**src/rtl/posit_pkg.sv**
```systemverilog
// Shared posit definitions: decoded-field struct, special-value constants and
// the result classification used by the encoder.
package posit_pkg;

  localparam int unsigned POSIT_N  = 8;
  localparam int unsigned POSIT_ES = 4;
  localparam int unsigned POSIT_RS = $clog2(POSIT_N);

  // Decoded product fields; also consumed by the multiplier and adder front ends.
  typedef struct packed {
    logic                        sign;
    logic                        inf;
    logic                        zero;
    logic signed [POSIT_RS+2:0]  k;
    logic [POSIT_ES-1:0]         exp;
    logic [2*POSIT_N-1:0]        mant;
  } posit_fields_t;

  typedef enum logic [2:0] {
    PK_NORM,
    PK_NAR,
    PK_ZERO,
    PK_MAXPOS,
    PK_MINPOS
  } pack_kind_e;

  // Special encodings for an n-bit posit, truncate with n'(...) at the use site.
  function automatic logic [63:0] posit_nar(input int unsigned n);
    return 64'd1 << (n - 1);
  endfunction

  function automatic logic [63:0] posit_zero(input int unsigned n);
    return posit_nar(n) & ~posit_nar(n);
  endfunction

  function automatic logic [63:0] posit_maxpos(input int unsigned n);
    return posit_nar(n) - 64'd1;
  endfunction

  function automatic logic [63:0] posit_minpos(input int unsigned n);
    return posit_nar(n) >> (n - 1);
  endfunction

endpackage

```
**src/rtl/posit_pack_pipe_if.sv**
```systemverilog
// Valid/ready bundle between the multiplier field decode and the posit encoder.
interface posit_pack_pipe_if #(
  parameter int N  = 8,
  parameter int ES = 4,
  parameter int RS = $clog2(N)
) ();
  logic                 in_valid;
  logic                 in_ready;
  logic                 Sign;
  logic                 inf;
  logic                 zero;
  logic signed [RS+2:0] sumR;
  logic [ES-1:0]        E_O;
  logic [2*N-1:0]       Mult_Mant_N;
  logic                 out_valid;
  logic                 out_ready;
  logic [N-1:0]         posit_out;

  modport slave (
    input  in_valid, Sign, inf, zero, sumR, E_O, Mult_Mant_N, out_ready,
    output in_ready, out_valid, posit_out
  );

  modport master (
    output in_valid, Sign, inf, zero, sumR, E_O, Mult_Mant_N, out_ready,
    input  in_ready, out_valid, posit_out
  );
endinterface

```
**src/rtl/posit_rne_round.sv**
```systemverilog
// Regime insertion by arithmetic shift plus round-to-nearest-even of the
// posit body; bits shifted off the bottom still feed sticky.
module posit_rne_round #(
  parameter int N  = 8,
  parameter int SW = 4
) (
  input  logic [3*N-1:0] body,
  input  logic [SW-1:0]  shamt,
  output logic [N-2:0]   rounded,
  output logic           carry
);
  localparam int BW = 3*N;

  logic [BW-1:0] sh, lost_mask;
  logic          guard, sticky, lsb, up;

  always_comb begin
    sh        = $unsigned($signed(body) >>> shamt);
    lost_mask = ~({BW{1'b1}} << shamt);
    lsb       = sh[BW-N+1];
    guard     = sh[BW-N];
    sticky    = (|sh[BW-N-1:0]) | (|(body & lost_mask));
    up        = guard & (sticky | lsb);
    {carry, rounded} = {1'b0, sh[BW-1 -: N-1]} + N'(up);
  end
endmodule

```
**src/rtl/posit_pack_pipe.sv**
```systemverilog
// Three-stage posit encoder: S1 captures fields and builds the body, S2 rounds,
// S3 fixes up saturation/sign into the output register.
module posit_pack_pipe
  import posit_pkg::*;
#(
  parameter int N  = POSIT_N,
  parameter int ES = POSIT_ES,
  parameter int RS = $clog2(N)
) (
  input logic           clk,
  input logic           rst_n,
  posit_pack_pipe_if.slave io
);
  localparam int STAGES = 3;
  localparam int BW     = 3*N;
  localparam int PAD    = BW - 2 - ES - (2*N-1);
  localparam logic signed [RS+2:0] K_HI  = (RS+3)'(N-2);
  localparam logic signed [RS+2:0] K_LO  = (RS+3)'(-(N-1));
  localparam logic signed [RS+2:0] K_MAX = (RS+3)'(N-3);
  localparam logic signed [RS+2:0] K_MIN = (RS+3)'(-(N-2));
  localparam logic [N-2:0] MAX_BODY = (N-1)'(posit_maxpos(N));
  localparam logic [N-2:0] MIN_BODY = (N-1)'(posit_minpos(N));

  typedef struct packed {
    pack_kind_e     kind;
    logic           sign;
    logic [BW-1:0]  body;
    logic [RS:0]    shamt;
  } s2_t;

  logic [STAGES:1] vld_pipe;
  logic            adv;
  posit_fields_t   in_fields, s1;
  s2_t             s2_c, s2;
  logic [N-1:0]    posit_q, res;

  // Whole pipe advances in lockstep; bubbles are not collapsed, which keeps
  // in_ready exactly equal to the advance condition.
  assign adv          = io.out_ready | ~vld_pipe[STAGES];
  assign io.in_ready  = adv;
  assign io.out_valid = vld_pipe[STAGES];
  assign io.posit_out = posit_q;

  always_comb begin
    in_fields      = '0;
    in_fields.sign = io.Sign;
    in_fields.inf  = io.inf;
    in_fields.zero = io.zero;
    in_fields.k    = io.sumR;
    in_fields.exp  = io.E_O;
    in_fields.mant = io.Mult_Mant_N;
  end

  // S1: classify, clamp k into the encodable range, lay out fill|term|exp|mant.
  logic signed [RS+2:0] k_c;
  logic [RS:0]          run;
  logic                 rfill;
  logic                 unused_hidden;

  assign unused_hidden = s1.mant[2*N-1];

  always_comb begin
    s2_c = '0;
    if (s1.inf)             s2_c.kind = PK_NAR;
    else if (s1.zero)       s2_c.kind = PK_ZERO;
    else if (s1.k >= K_HI)  s2_c.kind = PK_MAXPOS;
    else if (s1.k <= K_LO)  s2_c.kind = PK_MINPOS;
    else                    s2_c.kind = PK_NORM;
    k_c = s1.k;
    if (k_c > K_MAX)      k_c = K_MAX;
    else if (k_c < K_MIN) k_c = K_MIN;
    rfill      = ~k_c[RS+2];
    run        = rfill ? ((RS+1)'(k_c) + 1'b1) : (RS+1)'(-k_c);
    s2_c.sign  = s1.sign;
    s2_c.shamt = run - 1'b1;
    s2_c.body  = {rfill, ~rfill, s1.exp, s1.mant[2*N-2:0], {PAD{1'b0}}};
  end

  // S2: shift in the regime and round.
  logic [N-2:0] rnd;
  logic         carry;

  posit_rne_round #(.N(N), .SW(RS+1)) u_round (
    .body    (s2.body),
    .shamt   (s2.shamt),
    .rounded (rnd),
    .carry   (carry)
  );

  // S3: keep nonzero results off 0 and NaR, then apply sign and specials.
  logic [N-2:0] mag;

  always_comb begin
    case (s2.kind)
      PK_MAXPOS: mag = MAX_BODY;
      PK_MINPOS: mag = MIN_BODY;
      default: begin
        mag = rnd;
        if (carry)           mag = MAX_BODY;
        else if (rnd == '0)  mag = MIN_BODY;
      end
    endcase
    res = {1'b0, mag};
    if (s2.sign) res = -res;
    if (s2.kind == PK_NAR)       res = N'(posit_nar(N));
    else if (s2.kind == PK_ZERO) res = N'(posit_zero(N));
  end

  always_ff @(posedge clk or negedge rst_n) begin
    if (!rst_n) begin
      vld_pipe <= '0;
      s1       <= '0;
      s2       <= '0;
      posit_q  <= '0;
    end else if (adv) begin
      vld_pipe <= {vld_pipe[STAGES-1:1], io.in_valid};
      s1       <= in_fields;
      s2       <= s2_c;
      posit_q  <= res;
    end
  end
endmodule
```
**src/flat_wrapper.sv**
```systemverilog
// flat-port wrapper written by rule: the top's interface ports become plain ports
module posit_pack_pipe_flat import posit_pkg::*;
#(
  parameter int N  = POSIT_N,
  parameter int ES = POSIT_ES,
  parameter int RS = $clog2(N)
)
  (clk, rst_n, io_in_valid, io_Sign, io_inf, io_zero, io_sumR, io_E_O, io_Mult_Mant_N, io_out_ready, io_in_ready, io_out_valid, io_posit_out);
  posit_pack_pipe_if #(.N(N), .ES(ES), .RS(RS)) io_i ();
  input logic clk;
  input logic rst_n;
  input wire logic [$bits(io_i.in_valid)-1:0] io_in_valid;
  input wire logic [$bits(io_i.Sign)-1:0] io_Sign;
  input wire logic [$bits(io_i.inf)-1:0] io_inf;
  input wire logic [$bits(io_i.zero)-1:0] io_zero;
  input wire logic [$bits(io_i.sumR)-1:0] io_sumR;
  input wire logic [$bits(io_i.E_O)-1:0] io_E_O;
  input wire logic [$bits(io_i.Mult_Mant_N)-1:0] io_Mult_Mant_N;
  input wire logic [$bits(io_i.out_ready)-1:0] io_out_ready;
  output wire logic [$bits(io_i.in_ready)-1:0] io_in_ready;
  output wire logic [$bits(io_i.out_valid)-1:0] io_out_valid;
  output wire logic [$bits(io_i.posit_out)-1:0] io_posit_out;
  assign io_i.in_valid = io_in_valid;
  assign io_i.Sign = io_Sign;
  assign io_i.inf = io_inf;
  assign io_i.zero = io_zero;
  assign io_i.sumR = io_sumR;
  assign io_i.E_O = io_E_O;
  assign io_i.Mult_Mant_N = io_Mult_Mant_N;
  assign io_i.out_ready = io_out_ready;
  assign io_in_ready = io_i.in_ready;
  assign io_out_valid = io_i.out_valid;
  assign io_posit_out = io_i.posit_out;
  posit_pack_pipe #(.N(N), .ES(ES), .RS(RS)) u_core (.clk(clk), .rst_n(rst_n), .io(io_i));
endmodule
```
**config.mk**
```make
export PLATFORM = sky130hd
export DESIGN_NAME = posit_pack_pipe_flat
export DESIGN_NICKNAME = d
export VERILOG_FILES = /design/src/rtl/posit_pkg.sv /design/src/rtl/posit_pack_pipe_if.sv /design/src/rtl/posit_rne_round.sv /design/src/rtl/posit_pack_pipe.sv /design/src/flat_wrapper.sv
export SDC_FILE = /design/constraint.sdc
export NUM_CORES = 1
export LEC_CHECK = 0
export CORE_ASPECT_RATIO = 0.75
export CORE_MARGIN = 8
export CORE_UTILIZATION = 61
export CTS_CLUSTER_DIAMETER = 100
export DETAILED_ROUTE_END_ITERATION = 12
export GPL_TIMING_DRIVEN = 0
export MAX_ROUTING_LAYER = met4
export PLACE_DENSITY_LB_ADDON = 0.3
export SYNTH_ARGS = -nofsm -noshare
export SYNTH_HDL_FRONTEND = slang
export SYNTH_HIERARCHICAL = 1
export SYNTH_SLANG_ARGS = --single-unit
export TNS_END_PERCENT = 10
```
**constraint.sdc**
```tcl
create_clock -name clk -period 7.7 [get_ports clk]
set_clock_uncertainty 0.15 [all_clocks]
set_input_delay 1.155 -clock clk [delete_from_list [all_inputs] [get_ports clk]]
set_output_delay 1.155 -clock clk [all_outputs]
set_load 0.01 [all_outputs]
```
Yosys cells after proc, flatten, opt, wreduce, memory -nomap -nowiden
Cells that the tools add are included.
Operators by class
  reduce and logical (&&, ||, !) cells: 3
  $add $sub $neg: 5
  $lt $le $gt $ge: 4
  eq/ne operators: 4
  multipliers: 0
  bitwise gates (word level): 8
  mux-type cells: 13
  div/mod/pow operators: 0
  shifts and indexed selects: 2
Operator list (number)
  AND 24 bit: 1
  two-way mux 8 bit: 3
  inverter 24 bit: 1
  OR reduction 24 bit: 1
  << shifter 24 x 4 -> 24 bit (first input constant): 1
  >>> shifter 24 x 4 -> 24 bit: 1
  OR reduction 16 bit: 1
  two-way mux 7 bit: 2
  case mux 7 bit (2 select lines): 1
  two-way mux 3 bit: 4
  two-way mux 6 bit: 2
  adder 7 x 1 -> 8 bit: 1
  negator 7 -> 8 bit: 1
  zero test 7 bit: 1
  equality test 3 x 2 -> 1 bit (second input constant): 2
  >= comparator 6 x 4 -> 1 bit (second input constant): 1
  > comparator 6 x 4 -> 1 bit (second input constant): 1
  less-or-equal comparator 6 x 4 -> 1 bit (second input constant): 1
  < comparator 6 x 4 -> 1 bit (second input constant): 1
  adder 4 x 1 -> 4 bit (second input constant): 1
  two-way mux 4 bit: 1
  negator 4 bit: 1
  subtractor 4 x 1 -> 4 bit (second input constant): 1
  equality test 3 x 1 -> 1 bit (second input constant): 1
  other kinds (4): 7
Storage, ports and cells
  RAM bits: 0
  bits in latches: 0
  register bits: 68
  output and inout bits: 10
  memories kept: 0
  memory bits (read-only): 0
  bits of input ports: 33

Logic depth before layout (Yosys ltp)
  word-level depth: 16
  gate-level depth with buffers: 17
  depth with buffers taken out: 16

Modules after synthesis
The synthesis kept the hierarchy.
By module, submodules not included
  posit_pack_pipe: times used 1, area each 3168.0 sq um, sequential area each 1701.6 sq um, cells each 371
  posit_rne_round: times used 1, area each 688.2 sq um, sequential area each 0.0 sq um, cells each 96

Worst setup path before layout
No wires, ideal clock.
  path kind: register to register
  from: register u_core/s2[1] (netlist bit)
  to: register u_core.posit_q[6], in the netlist u_core/io.posit_out[6]
  setup time: 0.140 ns
  cell stages (with the launch flop): 15
  arrival time: 3.552 ns
  slack: 3.857 ns
  period minus slack after synthesis: 3.843 ns
  path buffers: 1
  path through: dfrtp_1 buf_2 inv_1 mux2_2 a221o_1 o31a_1 o31ai_1 or4_1 nor3_2 nor4_2 ha_1 o21ai_0 o41ai_1 xor2_1 o21ai_1
On the way
  cells in the longest elaborated chain, start to end: 16
RTL lines
  start: declaration: line posit_pack_pipe.sv:34  | s2_t s2_c, s2;
  start signal: assignment: line posit_pack_pipe.sv:113  | s2 <= '0;
  start signal: assignment: line posit_pack_pipe.sv:118  | s2 <= s2_c;
  << shifter 24 x 4 -> 24 bit: line posit_rne_round.sv:19  | lost_mask = ~({BW{1'b1}} << shamt);
  inverter 24 bit: line posit_rne_round.sv:19
  AND 24 bit: line posit_rne_round.sv:22  | sticky = (|sh[BW-N-1:0]) | (|(body & lost_mask));
  OR reduction 24 bit: line posit_rne_round.sv:22
  bitwise OR 1 bit: line posit_rne_round.sv:22
  bitwise OR 1 bit: line posit_rne_round.sv:23  | up = guard & (sticky | lsb);
  AND 1 bit: line posit_rne_round.sv:23
  adder 7 x 1 -> 8 bit (*): line posit_rne_round.sv:24  | {carry, rounded} = {1'b0, sh[BW-1 -: N-1]} + N'(up);
  via u_core.rnd[3]: line posit_pack_pipe.sv:80  | logic [N-2:0] rnd;
  zero test 7 bit: line posit_pack_pipe.sv:100  | else if (rnd == '0) mag = MIN_BODY;
  two-way mux 7 bit (*): line posit_pack_pipe.sv:100
  two-way mux 7 bit (*): line posit_pack_pipe.sv:99  | if (carry) mag = MAX_BODY;
  case mux 7 bit (2 select lines) (*): line posit_pack_pipe.sv:94  | case (s2.kind)
  negator 7 -> 8 bit: line posit_pack_pipe.sv:104  | if (s2.sign) res = -res;
  two-way mux 8 bit (*): line posit_pack_pipe.sv:104
  two-way mux 8 bit (*): line posit_pack_pipe.sv:106  | else if (s2.kind == PK_ZERO) res = N'(posit_zero(N));
  two-way mux 8 bit (*): line posit_pack_pipe.sv:105  | if (s2.kind == PK_NAR) res = N'(posit_nar(N));
  end signal: assignment: line posit_pack_pipe.sv:119  | posit_q <= res;
  end: declaration: line posit_pack_pipe.sv:35  | logic [N-1:0] posit_q, res;
Mark *: on every way through the listed nets, which the timed path passes. The rest lies on a longest branch.
A chain may end at the register's enable or synchronous reset.

Final worst setup path
Same ends and word-level chain as after synthesis.

==> results.yml <==
synthesis:
  syn_avg_cell_area_um2: 8.257
  synth_area_leader_cell: "dfrtp_1"
  synth_edf_count: 0
  yosysWarnings: 6
  ys_top_cells_by_count: "nand2_1 (166), dfrtp_1 (68), o21ai_0 (24)"
  syn_inst: 467
  synth.yosys.seq_area_share: 0.4413
  synth_most_common_cell: "nand2_1"
  synth.distinct_cells: 58
  ys.flop_type: "dfrtp_1"
  ys_ff_latch: 68
  syn_area_um2: 3856
  ys_top_cells_by_area: "dfrtp_1 (44%), nand2_1 (16%), o21ai_0 (3.1%)"
  async_flop_share: 1.000
  yosysTopAreaCellShare: 0.4413
grt:
  grt_start_max_net_pins: 69
  antenna_found_initial: 0
  grt_pass1_wl_um: 15810
  grt.total_usage: 0.2184
  grt_pass1_vias: 3366
  globalRouteOverflowTotal: 0
final_layout:
  utilization: 0.7457
  nFillCells: 479
  multi_input_area_um2: 2009
  seqCellArea_um2: 1702
  diodes: 0
  layout-drive-gt1-share: 0.08083
  num-nets-final: 566
  area_delta_synth_final_pct: 19.76
critical_path:
  cpPeakStageDelay_ns: 0.60
  path_delay_family: "compound AO/OA/AOI/OAI gates"
  path_class: "flip-flop to flip-flop"
  path_max_fanout: 10
  cp_slowest_cell: "mux4_2"
  path_cells: "buf_2 > mux4_2 > o211ai_1 > a21o_1 > a21oi_1 > ha_1 > o21ai_0 > or4_1 > nor3_2 > nor4_2 > ha_1 > o21ai_0 > o41ai_1 > xor2_1 > o21ai_1"
  crit_path_start_kind: "flip-flop"
  worst_setup_path_end_kind: "flip-flop"
  critPathBufInv: 1
  r2r_slack_ns: 3.25
  critPathRequiredTime_ns: 7.75
  reg2reg_from: "u_core/s2[1]$_DFFE_PN0P_"
  reg2reg_depth: 15
  crit_arrival_ns: 4.50
  r2r_end: "u_core/io.posit_out[6]$_DFFE_PN0P_"
pwr:
  p_seq_frac: 0.289
  p_comb_frac: 0.550
  p_leak_nw: 2.170
  clock_power_share: 0.160
  vdd.ir_drop.worst_uv: 200.1
  power_mw: 2.047
  p_int_mw: 1.137
  netSwitchingFraction: 0.4448
  power_density_nw_per_um2: 443.3
  switching_power_mw: 0.9107
timing:
  fin_setup_tns_ns: 0
  setup_ws_ns: 3.254
  timing.final.crit_share: 0.5773
  worstMarginPinSlew_ns: 0.8441
  fin_crit_ns: 4.446
  rsz0062_at_grt: "false"
  timing.slew.headroom: 0.4373
  maxSlewViolCount: 0
  max_freq_ghz: 0.2249
  fin_hold_ws_ns: 0.3207
  hold_violations: 0
  setup_viol: 0
placed_design:
  gp_congestion: 0.9026
  pre_cts_ws_ns: 3.331
  io_buffer_count: 41
  dp_hpwl_um: 6596
clocking:
  cts_tree: "built"
  cts_setup_buffers: 0
  cts.sinks: 68
  cts_max_path_buffers: 2
  clockRootBuffer: "clkbuf_8"
  htree_levels: 3
  clk_latency_ns: 0.35
  postCtsHoldBufs: 0
  cts_buffers: 9
  cts.reportedPaths.clkPinSlew_ns: 0.07
  ctsResizeCount: 0
floorplan:
  fp.dieW_um: 107.8
  die_y_um: 84.86
  rows: 25
  initial_utilization: 0.6226
  core_um2: 6193
  dieArea_um2: 9148
  io_pins: 43
routing:
  wl_per_cell_um: 14.93
  drtIter0Drc: 294
  totalWireLength_um: 9155
  dr.pass1.iters: 5
  viasPerCell: 5.657
  drtAntennaViolNets: 0
  drc_errors: 0
  vias: 3468
hold_path:
  holdPathEnd: "u_core/s1[5]$_DFFE_PN0P_"
  hold_depth: 2
  hold_start: "u_core/s1[5]$_DFFE_PN0P_"
  hold_path_class: "flip-flop to flip-flop"
status:
  status: "finished, final reports clean"
run:
  cap_violations: 0
worst min-delay path: cells and delay by family (launching register included):
family | cells | cell delay (ns)
flops | 1 | 0.35
simple gates | 2 | 0.10
power by group through the flow:
stage | sequential, mW | clock [mW] | combinational (mW)
6_report | 0.592 | 0.329 | 1.13
5_1_grt | 0.609 | 0.347 | 1.26
4_1_cts | 0.590 | 0.333 | 1.11
3_5_place_dp | 0.596 | 0 | 1.10
3_3_place_gp | 0.589 | 0 | 1.08
2_1_floorplan | 0.571 | 0 | 0.848
final cells by class:
cell class | instances | area share
clock buffer | 9 | 0.02682
tap | 81 | 0.02195
multi-input combinational | 367 | 0.4351
sequential | 68 | 0.3685
clock inverter | 7 | 0.02140
buffer | 24 | 0.02493
timing repair buffer | 41 | 0.08832
inverter | 16 | 0.01300
worst max path at each step:
stage	depth (start not counted)	endpoint	start	slack (ns)
floorplan	14	u_core/io.posit_out[6]$_DFFE_PN0P_	u_core/s2[1]$_DFFE_PN0P_	3.86
global placement	1	u_core/io.posit_out[6]$_DFFE_PN0P_	rst_n	3.18
detailed placement	15	u_core/io.posit_out[6]$_DFFE_PN0P_	u_core/s2[1]$_DFFE_PN0P_	3.33
CTS	15	u_core/io.posit_out[6]$_DFFE_PN0P_	u_core/s2[1]$_DFFE_PN0P_	3.31
global route	15	u_core/io.posit_out[6]$_DFFE_PN0P_	u_core/s2[1]$_DFFE_PN0P_	2.99
finish	15	u_core/io.posit_out[6]$_DFFE_PN0P_	u_core/s2[1]$_DFFE_PN0P_	3.25
metal layers:
metal	part of all wire	GRT usage	vias to the layer above
met1	0.48	0.2949	1655
li1	-	-	1704
met3	0.046	0.04921	10
met4	0.0098	0.05779	0
met2	0.46	0.3239	99
met5	0	-	-
layout by cell type, fill, tap and decap left out, types with 3 or more instances in the layout:
cell and n:
nor3_1 6, xor2_1 3, clkdlybuf4s50_1 40, inv_1 15, a21oi_1 22, ha_1 6
o31ai_1 3, or2_2 3, nand2b_1 8, nor2_1 23, buf_2 5, mux2i_1 7
buf_4 4, xnor2_1 8, conb_1 9, nand3_1 4, nand2_1 166, clkbuf_1 14
o21ai_1 4, mux2_2 4, a21o_1 4, o22ai_1 7, nor4_1 4, o21ai_0 24
dfrtp_1 68, clkbuf_8 9, nor2b_1 7, o31a_1 3
through the flow:
stage                     area (um^2)  std cells
after floorplan                  3886        475
after global placement           4398        597
after detailed placement         4395        597
after CTS                        4618        613
after global routing             4618        613
final                            4618        613
logic make-up (layout without fill, tap and decap cells):
group | Yosys count | after routing | synth area share
AO/OA/AOI/OAI | 93 | 93 | 0.1577
multiplexers | 14 | 14 | 0.04932
adder cells (fa/ha/maj) | 6 | 6 | 0.01947
XOR/XNOR | 11 | 11 | 0.02499
flip-flops | 68 | 68 | 0.4413
other | 1 | 9 | 0.0009725
buffers and inverters | 40 | 97 | 0.04542
AND/OR/NAND/NOR | 234 | 234 | 0.2609
registers in the layout, summed over array words and instances (netlist names):
signal	flops
u_core/s2	29
u_core/s1	28
u_core/io.posit_out	8
u_core/vld_pipe	3
Power figures use the tool's default switching activity.
